`src/rtl/y86_fetch_unit.sv`:
```
// Y86-64 fetch stage: reads an instruction byte-serially from instruction memory,
// splits it into icode/ifun/rA/rB/valC/valP/stat and hands it to decode.
module y86_fetch_unit #(
  parameter int n = 64
) (
  input  logic         clk,
  input  logic         rst_n,
  input  logic [n-1:0] pc_in,
  input  logic         pc_valid,
  output logic         pc_ready,
  output logic         mem_req,
  output logic [n-1:0] mem_addr,
  input  logic [7:0]   mem_rdata,
  input  logic         mem_ack,
  input  logic         mem_err,
  output logic         instr_valid,
  input  logic         instr_ready,
  output logic [3:0]   icode,
  output logic [3:0]   ifun,
  output logic [3:0]   rA,
  output logic [3:0]   rB,
  output logic [n-1:0] valC,
  output logic [n-1:0] valP,
  output logic [2:0]   stat
);

  localparam logic [1:0] ST_IDLE = 2'd0;
  localparam logic [1:0] ST_REQ  = 2'd1;
  localparam logic [1:0] ST_DONE = 2'd2;

  localparam logic [2:0] STAT_AOK = 3'd1;
  localparam logic [2:0] STAT_HLT = 3'd2;
  localparam logic [2:0] STAT_ADR = 3'd3;
  localparam logic [2:0] STAT_INS = 3'd4;

  function automatic logic [3:0] instr_len(input logic [3:0] ic);
    logic [3:0] len;
    case (ic)
      4'h0, 4'h1, 4'h9:        len = 4'd1;
      4'h2, 4'h6, 4'hA, 4'hB:  len = 4'd2;
      4'h7, 4'h8:              len = 4'd9;
      4'h3, 4'h4, 4'h5:        len = 4'd10;
      default:                 len = 4'd1;
    endcase
    return len;
  endfunction

  function automatic logic has_regbyte(input logic [3:0] ic);
    logic r;
    case (ic)
      4'h2, 4'h3, 4'h4, 4'h5, 4'h6, 4'hA, 4'hB: r = 1'b1;
      default:                                  r = 1'b0;
    endcase
    return r;
  endfunction

  logic [1:0]   state_r;
  logic [n-1:0] pc_r;
  logic [3:0]   k_r;
  logic [3:0]   len_r;
  logic         pc_ready_r;
  logic         mem_req_r;
  logic [n-1:0] mem_addr_r;
  logic         instr_valid_r;
  logic [3:0]   icode_r;
  logic [3:0]   ifun_r;
  logic [3:0]   ra_r;
  logic [3:0]   rb_r;
  logic [n-1:0] valc_r;
  logic [n-1:0] valp_r;
  logic [2:0]   stat_r;

  logic         ack_s;
  logic [3:0]   ic_s;
  logic         fin_s;
  logic [2:0]   fin_stat_s;
  logic [3:0]   fin_len_s;
  logic [2:0]   valc_idx_s;

  // Classify the byte being acknowledged: does the fetch end here, and with what status/length.
  always_comb begin
    ack_s      = (state_r == ST_REQ) && mem_req_r && mem_ack;
    ic_s       = mem_rdata[7:4];
    fin_s      = 1'b0;
    fin_stat_s = STAT_AOK;
    fin_len_s  = len_r;
    valc_idx_s = 3'(k_r - (has_regbyte(icode_r) ? 4'd2 : 4'd1));
    if (!ack_s) begin
      fin_s = 1'b0;
    end else if (mem_err) begin
      fin_s      = 1'b1;
      fin_stat_s = STAT_ADR;
      fin_len_s  = (k_r == 4'd0) ? 4'd1 : len_r;
    end else if (k_r == 4'd0) begin
      if (ic_s > 4'hB) begin
        fin_s      = 1'b1;
        fin_stat_s = STAT_INS;
        fin_len_s  = 4'd1;
      end else if (ic_s == 4'h0) begin
        fin_s      = 1'b1;
        fin_stat_s = STAT_HLT;
        fin_len_s  = 4'd1;
      end else begin
        fin_len_s = instr_len(ic_s);
        fin_s     = (instr_len(ic_s) == 4'd1);
      end
    end else begin
      fin_s = (k_r == (len_r - 4'd1));
    end
  end

  // Fetch sequencer plus the registered instruction fields it fills in.
  always_ff @(posedge clk or negedge rst_n) begin
    if (!rst_n) begin
      state_r       <= ST_IDLE;
      pc_r          <= {n{1'b0}};
      k_r           <= 4'd0;
      len_r         <= 4'd1;
      pc_ready_r    <= 1'b1;
      mem_req_r     <= 1'b0;
      mem_addr_r    <= {n{1'b0}};
      instr_valid_r <= 1'b0;
      icode_r       <= 4'h0;
      ifun_r        <= 4'h0;
      ra_r          <= 4'hF;
      rb_r          <= 4'hF;
      valc_r        <= {n{1'b0}};
      valp_r        <= {n{1'b0}};
      stat_r        <= STAT_AOK;
    end else begin
      case (state_r)
        ST_IDLE: begin
          if (pc_valid) begin
            pc_r       <= pc_in;
            k_r        <= 4'd0;
            len_r      <= 4'd1;
            mem_addr_r <= pc_in;
            mem_req_r  <= 1'b1;
            pc_ready_r <= 1'b0;
            icode_r    <= 4'h0;
            ifun_r     <= 4'h0;
            ra_r       <= 4'hF;
            rb_r       <= 4'hF;
            valc_r     <= {n{1'b0}};
            stat_r     <= STAT_AOK;
            state_r    <= ST_REQ;
          end
        end
        ST_REQ: begin
          if (ack_s && !mem_err) begin
            if (k_r == 4'd0) begin
              icode_r <= mem_rdata[7:4];
              ifun_r  <= mem_rdata[3:0];
              len_r   <= instr_len(ic_s);
            end else if (has_regbyte(icode_r) && (k_r == 4'd1)) begin
              ra_r <= mem_rdata[7:4];
              rb_r <= mem_rdata[3:0];
            end else begin
              valc_r[{valc_idx_s, 3'b000} +: 8] <= mem_rdata;
            end
          end
          if (fin_s) begin
            mem_req_r     <= 1'b0;
            instr_valid_r <= 1'b1;
            stat_r        <= fin_stat_s;
            valp_r        <= pc_r + {{(n-4){1'b0}}, fin_len_s};
            state_r       <= ST_DONE;
          end else if (ack_s) begin
            k_r        <= k_r + 4'd1;
            mem_addr_r <= mem_addr_r + {{(n-1){1'b0}}, 1'b1};
          end
        end
        ST_DONE: begin
          if (instr_ready) begin
            instr_valid_r <= 1'b0;
            pc_ready_r    <= 1'b1;
            state_r       <= ST_IDLE;
          end
        end
        default: begin
          state_r       <= ST_IDLE;
          mem_req_r     <= 1'b0;
          instr_valid_r <= 1'b0;
          pc_ready_r    <= 1'b1;
        end
      endcase
    end
  end

  assign pc_ready    = pc_ready_r;
  assign mem_req     = mem_req_r;
  assign mem_addr    = mem_addr_r;
  assign instr_valid = instr_valid_r;
  assign icode       = icode_r;
  assign ifun        = ifun_r;
  assign rA          = ra_r;
  assign rB          = rb_r;
  assign valC        = valc_r;
  assign valP        = valp_r;
  assign stat        = stat_r;

endmodule
```
`config.mk`:
```
export PLATFORM = sky130hd
export DESIGN_NAME = y86_fetch_unit
export DESIGN_NICKNAME = d
export VERILOG_FILES = /design/src/rtl/y86_fetch_unit.sv
export SDC_FILE = /design/constraint.sdc
export NUM_CORES = 1
export LEC_CHECK = 0
export BUFFER_PORTS_ARGS = -buffer_cell sky130_fd_sc_hd__clkbuf_2
export CAP_MARGIN = 0
export CORE_UTILIZATION = 50
export DETAILED_ROUTE_END_ITERATION = 6
export GPL_TIMING_DRIVEN = 1
export PLACE_DENSITY = 0.77
export SETUP_SLACK_MARGIN = 0.5
export SLEW_MARGIN = 20
export SYNTH_ARGS = -nofsm -noshare
export SYNTH_HDL_FRONTEND = slang
export SYNTH_SLANG_ARGS = --single-unit
export TNS_END_PERCENT = 30
```
`constraint.sdc`:
```
create_clock -name clk -period 3.2 [get_ports clk]
set_input_delay 0.32 -clock clk [delete_from_list [all_inputs] [get_ports clk]]
set_output_delay 0.32 -clock clk [all_outputs]
set_load 0.05 [all_outputs]
```
Word level (Yosys, flattened, before mapping) --
Memory sizes are Yosys's and may differ from the RTL's. Index checks and enable logic that the tools add are counted.
Cells by class: $add $sub $neg 6, order comparisons 1, equal/unequal tests 22, shift-type cells 2, muxes and demuxes 75, bitwise operators 3, reduce and logical (&&, ||, !) cells 21
Operators with widths (count):
- two-way mux 64 bit | 7
- one-hot mux 64 bit (2 select lines) | 2
- two-way mux 4 bit | 28
- adder 64 x 1 -> 64 bit (second input constant) | 1
- adder 64 x 4 -> 64 bit | 1
- bitwise mux 64 bit | 1
- variable shift 8 x 8 -> 64 bit (first input constant) | 1
- variable part select 8 x 8 -> 64 bit | 1
- one-hot mux 4 bit (2 select lines) | 6
- two-way mux 3 bit | 6
- two-way mux 1 bit | 15
- AND reduction 3 bit | 5
- inequality test 2 bit (second input constant) | 7
- equality test 4 x 3 -> 1 bit (second input constant) | 3
- two-way mux 2 bit | 5
- AND reduction 5 bit | 2
- one-hot mux 1 bit (3 select lines) | 3
- equality test 4 x 1 -> 1 bit (second input constant) | 2
- equality test 4 x 2 -> 1 bit (second input constant) | 2
- equality test 4 bit (second input constant) | 2
- zero test 4 bit | 2
- negator 6 -> 8 bit | 1
- AND reduction 4 bit | 2
- OR reduction 7 bit | 1
- 16 further kinds | 24
Word-level totals: flip-flop bits (word level) 288, bits in read-only memories 144, word-level logic and storage cells 148, memories 3
Memories:
- (name not given) | depth 16, bits a word 3, read ports 1, clocked after memory_dff 0, wr ports 0, RTL line 38 | case (ic)
- (name not given) | depth 16, bits a word 3, read ports 1, clocked after memory_dff 0, wr ports 0, RTL line 38
- (name not given) | depth 16, bits a word 3, read ports 1, clocked after memory_dff 0, wr ports 0, RTL line 38

Depth between registers and ports, before layout --
Gate-level depths: netlist of run 1.
word-level depth 14, mapped depth 15

Least setup slack after synthesis of run 1 --
Ideal clock, no wire load.
path type reg-to-reg, start point register k_r[1], end point register valp_r[56], in the netlist valP[56], setup time 132 ps, arrival 3106 ps, data required time 3068 ps, slack -38 ps, stages on the path, launching flop included 15, buffers on the path 1, clock period less this slack 3238 ps, path through dfrtp_1 inv_1 ha_1 nor3b_2 nand2_1 nor2_1 clkbuf_1 a22o_1 ha_1 nand2_1 o21bai_1 nand3_1 nor4_1 xnor2_1 o21ai_1
Between the ends: word-level cells in the longest chain between the ends 5, elaborated cells on any way between the ends 11
RTL lines:
- start, declared | RTL line 59 | logic [3:0] k_r;
- start signal, assigned | RTL line 169 | k_r <= k_r + 4'd1;
- zero test 4 bit or equality test 4 bit (tied branches) | RTL line 93, 94, 108
- two-way mux 4 bit, or another cell as far along | RTL line 94 | end else if (k_r == 4'd0) begin
- two-way mux 4 bit or two-way mux 1 bit (tied branches) | RTL line 90 | end else if (mem_err) begin
- two-way mux 4 bit or two-way mux 1 bit (tied branches) | RTL line 88 | if (!ack_s) begin
- adder 64 x 4 -> 64 bit or AND reduction 2 bit (tied branches)
- end signal, assigned | RTL line 128 | valp_r <= {n{1'b0}};
- end signal, assigned | RTL line 166 | valp_r <= pc_r + {{(n-4){1'b0}}, fin_len_s};
- end, declared | RTL line 70 | logic [n-1:0] valp_r;
Parallel ways exist; a longest one is shown, timed or not. A chain may end at the register's enable or synchronous reset.

Worst setup path in the final report of run 1 --
start point register k_r[0], end point register valp_r[63], in the netlist valP[63]
Same word-level chain as after synthesis.

==> flow_summary.ini, run 1 <==
[cts]
numCtsBuffers = 30
cts_tree = yes
clk_latency_ps = 560
clockBufferDepth = 3
htreeDepth = 1
clkSinkCount = 287
clock-root-buffer = clkbuf_16
cts.clk_slew.worst_paths_ps = 60

[run]
drv_cap = 0

[min_path]
hold_class = primary input to register
hold-path-endpoint = pc_r[55]
min-delay-start = pc_in[55]
min_path_cells = 3

[global_routing]
grt_pass1_wl_um = 73000
grt_start_max_net_pins = 150
grt_pass1_vias = 13300
grt_use_total_pct = 31.5
grtUsageMet3_pct = 7.02
antenna_found_initial = 1
gr-max-usage-layer = met2
gr-total-overflow = 0
use_met2_pct = 51.8
use_met1_pct = 40.9

[die]
coreArea_um2 = 28000
die-area_um2 = 29400
die_width_um = 172
start_util_pct = 51.3
num_rows = 61
io-pin-count = 292
die_h_um = 172

[synth]
synth-seq-cells = 287
async_flop_share_pct = 100
synth_edf_count = 0
synth-main-ff-cell = dfrtp_1
yosysUniqueCellTypes = 68
syn_area_per_cell_um2 = 9.20
synth_top_area_share_pct = 48.1
ys.warnings.count = 0
synth_area_um2 = 14400
seq_area_frac_synth_pct = 50.1
yosysTopAreaCell = dfrtp_1
synthTopCellsByArea = dfrtp_1 48%, nand2_1 9.0%, xnor2_1 2.9%
synthCells = 1562
syn_nets = 1654

[power_and_ir_drop]
power_density_nw_per_um2 = 1190
p_leak_uw = 0.00870
p_sw_share_pct = 51.8
peakVddDrop_v = 0.000853
total_power_uw = 22400
seqPwrFrac_pct = 29.5
p_int_uw = 10800
p_switching_uw = 11600
p_clk_share_pct = 16.4
combPwrFrac_pct = 54.1

[sta]
setup_viol = 0
rsz0062_at_grt = yes
tightest_slew_ps = 944
fin_crit_sh_pct = 91.0
min_period_ps = 2910
hold_viol_final = 0
slew_viol_final = 0
finClkSkew_ps = 22.3
max-slew-margin-rel_pct = 37.1
fmax_mhz = 344
fin_tns_setup_ps = 0
finalWorstSetupSlack_ps = 289

[critical_path]
rr_worst_depth = 14
endpoint_kind = register
path_cells = inv_2, ha_2, nor3b_4, nand2_2, buf_6, a22o_4, ha_4, a31o_4, nand4_1, buf_12, nor4_4, buf_4, xnor2_2, o21ai_1
critPathArrivalTime_ps = 3340
critPathRequiredTime_ps = 3630
critPathSlowestCell = dfrtp_1
r2r-start = k_r[0]
startpoint_type = register
r2r-end = valP[63]
worstPathMaxFanout = 6
reg2reg_slack_ps = 290
worstSetupPathType = register to register
slowest_delay_ps = 390

[cells_and_area]
finalNetCount = 2021
drive_above_1_share_pct = 28.5
syn_to_final_growth_pct = 31.2
fin_cells = 2331
fin_area_um2 = 18900
n_antenna_cell = 0

[routing]
drt_wl_total_um = 46900
via_per_inst = 6.03
vias = 14000
drc = 0
first_iter_violations = 1404
ant_nets = 0
routedWlPerCell_um = 20.1
dr.pass1.iters = 6

[placement]
place_inst = 2186
dp_slack_ps = 22.7
placed_area_um2 = 16500
dp_hpwl_um = 31700
gp_congestion = 0.904
portBuffers = 291

[status]
outcome = complete, no violations
-- cell usage after synthesis (4+ instances only) --
cell / number
or2_2: 4
buf_2: 25
ha_1: 12
or3_1: 8
a21oi_1: 82
nor3_2: 7
nand4_1: 37
o31ai_1: 6
and4_1: 12
and2_1: 8
o21a_1: 6
nor4_1: 18
nand3_1: 77
a41oi_1: 4
o22a_1: 20
xor2_1: 19
a31oi_1: 14
nor2_1: 82
xnor2_1: 47
a2bb2oi_1: 18
o21ai_1: 48
o32ai_1: 7
dfrtp_1: 276
mux2i_1: 4
dfstp_2: 11
o21ai_0: 74
a21o_1: 4
a22oi_1: 5
a22o_1: 42
nor3_1: 37
clkbuf_1: 63
a32o_1: 25
nand2b_1: 6
nand2_1: 343
inv_1: 27
o22ai_1: 18
and3_1: 14
-- cells by family (layout without fill, tap and decap cells) --
kind of cell    count (synthesis)  in the layout  synth area share (%)
simple gates                  678            678                  22.6
fa+ha+maj                      14             14                  1.32
buf+inv                       117            508                  3.30
mux                             6              6                 0.435
xor+xnor                       66             66                  4.02
flops                         287            287                  50.1
compound gates                394            394                  18.2
-- worst max-delay path: cells and delay by family, from the launching register on --
family / cells / cell delay (ps)
simple gates: 4 / 710
buf+inv: 4 / 650
compound gates: 3 / 480
fa+ha+maj: 2 / 450
flops: 1 / 390
xor+xnor: 1 / 100
-- how the worst max path moves through the flow --
stage | from | to | slack, ps | cells past startpoint
after floorplan | icode[1] | valC[49] | 260 | 9
after global placement | k_r[1] | valP[60] | 150 | 13
after detailed placement | k_r[1] | valP[60] | 20 | 13
after CTS | icode[1] | valC[38] | 270 | 10
after global routing | k_r[0] | valP[54] | 190 | 16
final | k_r[0] | valP[63] | 290 | 14
-- layout by cell type, fill, tap and decap left out, types with 10 or more instances in the layout --
| master | Yosys | layout |
|---|---|---|
| nand2_1 | 343 | 336 |
| clkbuf_2 | 0 | 290 |
| dfrtp_1 | 276 | 271 |
| a21oi_1 | 82 | 79 |
| nor2_1 | 82 | 77 |
| o21ai_0 | 74 | 70 |
| nand3_1 | 77 | 69 |
| buf_4 | 1 | 66 |
| dlygate4sd3_1 | 0 | 49 |
| o21ai_1 | 48 | 46 |
| xnor2_1 | 47 | 45 |
| a22o_1 | 42 | 41 |
| nand4_1 | 37 | 37 |
| clkbuf_16 | 0 | 31 |
| a32o_1 | 25 | 25 |
| inv_1 | 27 | 23 |
| nor3_1 | 37 | 21 |
| o22a_1 | 20 | 20 |
| xor2_1 | 19 | 19 |
| a2bb2oi_1 | 18 | 18 |
| o22ai_1 | 18 | 18 |
| nor3_2 | 7 | 14 |
| and3_1 | 14 | 14 |
| a31oi_1 | 14 | 14 |
| nor3_4 | 3 | 12 |
| nor4_1 | 18 | 11 |
| and4_1 | 12 | 11 |
| clkinv_2 | 0 | 11 |
| dfstp_2 | 11 | 11 |
| buf_6 | 0 | 10 |
-- layer usage --
layer	vias to the layer above	routed length, µm
met4	0	1830
met5	-	0
met2	833	22200
li1	6339	-
met1	6736	18300
met3	141	4580
-- power by group through the flow --
| stage | Clock [µW] | Sequential, µW | Combinational, µW |
|---|---|---|---|
| floorplan | 0 | 9330 | 5240 |
| global placement | 0 | 6540 | 10800 |
| detailed placement | 0 | 6590 | 11100 |
| CTS | 3700 | 6550 | 11500 |
| global route | 3830 | 6800 | 13000 |
| finish | 3670 | 6620 | 12100 |
-- through the flow --
step                utilization [%]  hold WS (ps)
finish                         67.3          19.8
detailed placement             59.1           272
global placement               59.1           276
floorplan                         -          24.4
CTS                            66.4          1.61
global route                   67.3          13.2
-- state kept, by name, indices dropped and copies added (netlist names) --
register / cells
stat: 3
pc_r: 64
valP: 64
ifun: 4
state_r: 2
valC: 64
rA: 4
icode: 4
mem_req: 1
mem_addr: 64
k_r: 4
pc_ready: 1
instr_valid: 1
rB: 4
len_r: 3
-- what timing repair did --
item	CTS	global route
hold endpoints to repair	93	0
hold buffers	49	0
resized for setup	57	34
gates cloned	1	0
buffers inserted	27	12
setup endpoints to repair	118	151
pin swaps	57	45
-- final cells by class --
class / instances / area (µm²)
Tap cell: 378 / 473
Clock buffer: 42 / 897
Inverter: 27 / 101
Timing Repair Buffer: 425 / 2750
Fill cell: 2162 / 9160
Multi-Input combinational cell: 1158 / 7280
Clock inverter: 14 / 145
Sequential cell: 287 / 7200
(Power assumes the default switching activity.)
==> run 2, diff against run 1 <==
--- a/config.mk
+++ b/config.mk
@@ -7,6 +7,7 @@
 export LEC_CHECK = 0
 export BUFFER_PORTS_ARGS = -buffer_cell sky130_fd_sc_hd__clkbuf_2
 export CAP_MARGIN = 0
+export CORE_MARGIN = 5
 export CORE_UTILIZATION = 50
 export DETAILED_ROUTE_END_ITERATION = 6
 export GPL_TIMING_DRIVEN = 1
==> flow_summary.ini, run 2 (synthesized netlist as in run 1, its figures left out) <==
[status]
outcome = complete, no violations

[routing]
via_per_inst = 6.10
ant_nets = 0
first_iter_violations = 1257
drt_wl_total_um = 48200
drc = 0
vias = 14000
routedWlPerCell_um = 21.0
dr.pass1.iters = 6

[cts]
clkSinkCount = 287
numCtsBuffers = 34
cts_tree = yes
clk_latency_ps = 520
clockBufferDepth = 3
htreeDepth = 2
clock-root-buffer = clkbuf_16
cts.clk_slew.worst_paths_ps = 60

[critical_path]
critPathArrivalTime_ps = 3390
endpoint_kind = register
startpoint_type = register
critPathRequiredTime_ps = 3600
worstSetupPathType = register to register
worstPathMaxFanout = 6

[power_and_ir_drop]
p_leak_uw = 0.00858
power_density_nw_per_um2 = 1240
p_clk_share_pct = 16.8
peakVddDrop_v = 0.000770
seqPwrFrac_pct = 28.7
total_power_uw = 23000
p_switching_uw = 12000
p_int_uw = 11100
combPwrFrac_pct = 54.5
p_sw_share_pct = 52.0

[die]
die_width_um = 180
io-pin-count = 292
die-area_um2 = 32200
start_util_pct = 50.3
die_h_um = 180
num_rows = 62
coreArea_um2 = 28500

[sta]
rsz0062_at_grt = yes
hold_viol_final = 0
fin_tns_setup_ps = 0
fmax_mhz = 334
finClkSkew_ps = 18.9
max-slew-margin-rel_pct = 27.2
setup_viol = 0
slew_viol_final = 0
fin_crit_sh_pct = 93.5
min_period_ps = 2990
tightest_slew_ps = 1080

[global_routing]
grt_pass1_vias = 13700
antenna_found_initial = 3
grt_use_total_pct = 28.6
grt_start_max_net_pins = 88
gr-total-overflow = 0
grt_pass1_wl_um = 75900

[placement]
place_inst = 2196
dp_hpwl_um = 33100
portBuffers = 291
gp_congestion = 0.904

[cells_and_area]
fill_cells = 2331
mostFrequentLayoutCells = 337 x nand2_1, 290 x clkbuf_2, 271 x dfrtp_1, 79 x a21oi_1, 74 x nor2_1
fin_cells = 2297
final_util_pct = 65.2
n_antenna_cell = 0
finalNetCount = 1979
drive_above_1_share_pct = 29.4
final_common_cell = nand2_1
syn_to_final_growth_pct = 29.6

[min_path]
hold_class = primary input to register

[run]
drv_cap = 0
[run 2: per-layer routing]
metal	GRT usage (%)	vias to the layer above	part of all wire (%)
met5	0	-	0.073
met4	10.5	6	3.9
met3	7.94	153	11
met2	46.0	848	47
met1	37.3	6746	38
li1	-	6263	-
[run 2: final cells by class]
cell class	instances	area, µm²	share of cell area [%]
clock buffer	49	1000	5.38
clock inverter	13	123	0.659
inverter	27	101	0.544
multi-input combinational	1159	7400	39.8
sequential	287	7200	38.7
tap	384	480	2.58
timing repair buffer	378	2300	12.4
[run 2: final timing paths]
check,slack (ps),endpoint,cells after the start,start
worst max-delay path,210,valP[52],15,k_r[0]
worst min-delay path,10,pc_r[54],3,pc_in[54]
worst max register to register,210,valP[52],15,k_r[0]
worst min register to register,470,stat[0],2,stat[0]
max in group asynchronous,1830,rB[0],3,rst_n
min in group asynchronous,400,valP[21],2,rst_n
[run 2: power by group through the flow]
stage | logic (µW) | registers [µW] | clock network, µW
2_1_floorplan | 5240 | 9330 | 0
3_5_place_dp | 11100 | 6570 | 0
6_report | 12500 | 6610 | 3880
3_3_place_gp | 10900 | 6500 | 0
4_1_cts | 11700 | 6530 | 3920
5_1_grt | 13400 | 6800 | 4090
[run 2: what timing repair did]
action,CTS,global route
endpoints found under the hold margin,79,0
gates resized for setup,60,49
setup buffers,20,17
endpoints found under the setup margin,120,178
gates cloned,1,0
hold buffers,1,0
pin swaps,43,57
[run 2: critical path, stage by stage (launching register included)]
cell	delay (ps)
dfrtp_1	390
inv_2	90
ha_4	130
nor3b_4	220
nand2_2	150
a21oi_2	190
ha_2	220
inv_2	40
fa_2	390
o21bai_4	210
nand4_1	130
buf_6	170
buf_4	140
nor4_4	150
xnor2_1	180
o21ai_1	70
[run 2: metrics by stage]
stage	cell area, µm²	hold WS, ps	setup WS (ps)
after floorplan	14500	24.4	257
after global placement	16600	374	152
after detailed placement	16600	377	11.8
after CTS	18200	5.74	298
after global routing	18600	34.1	77.6
final	18600	13.9	209
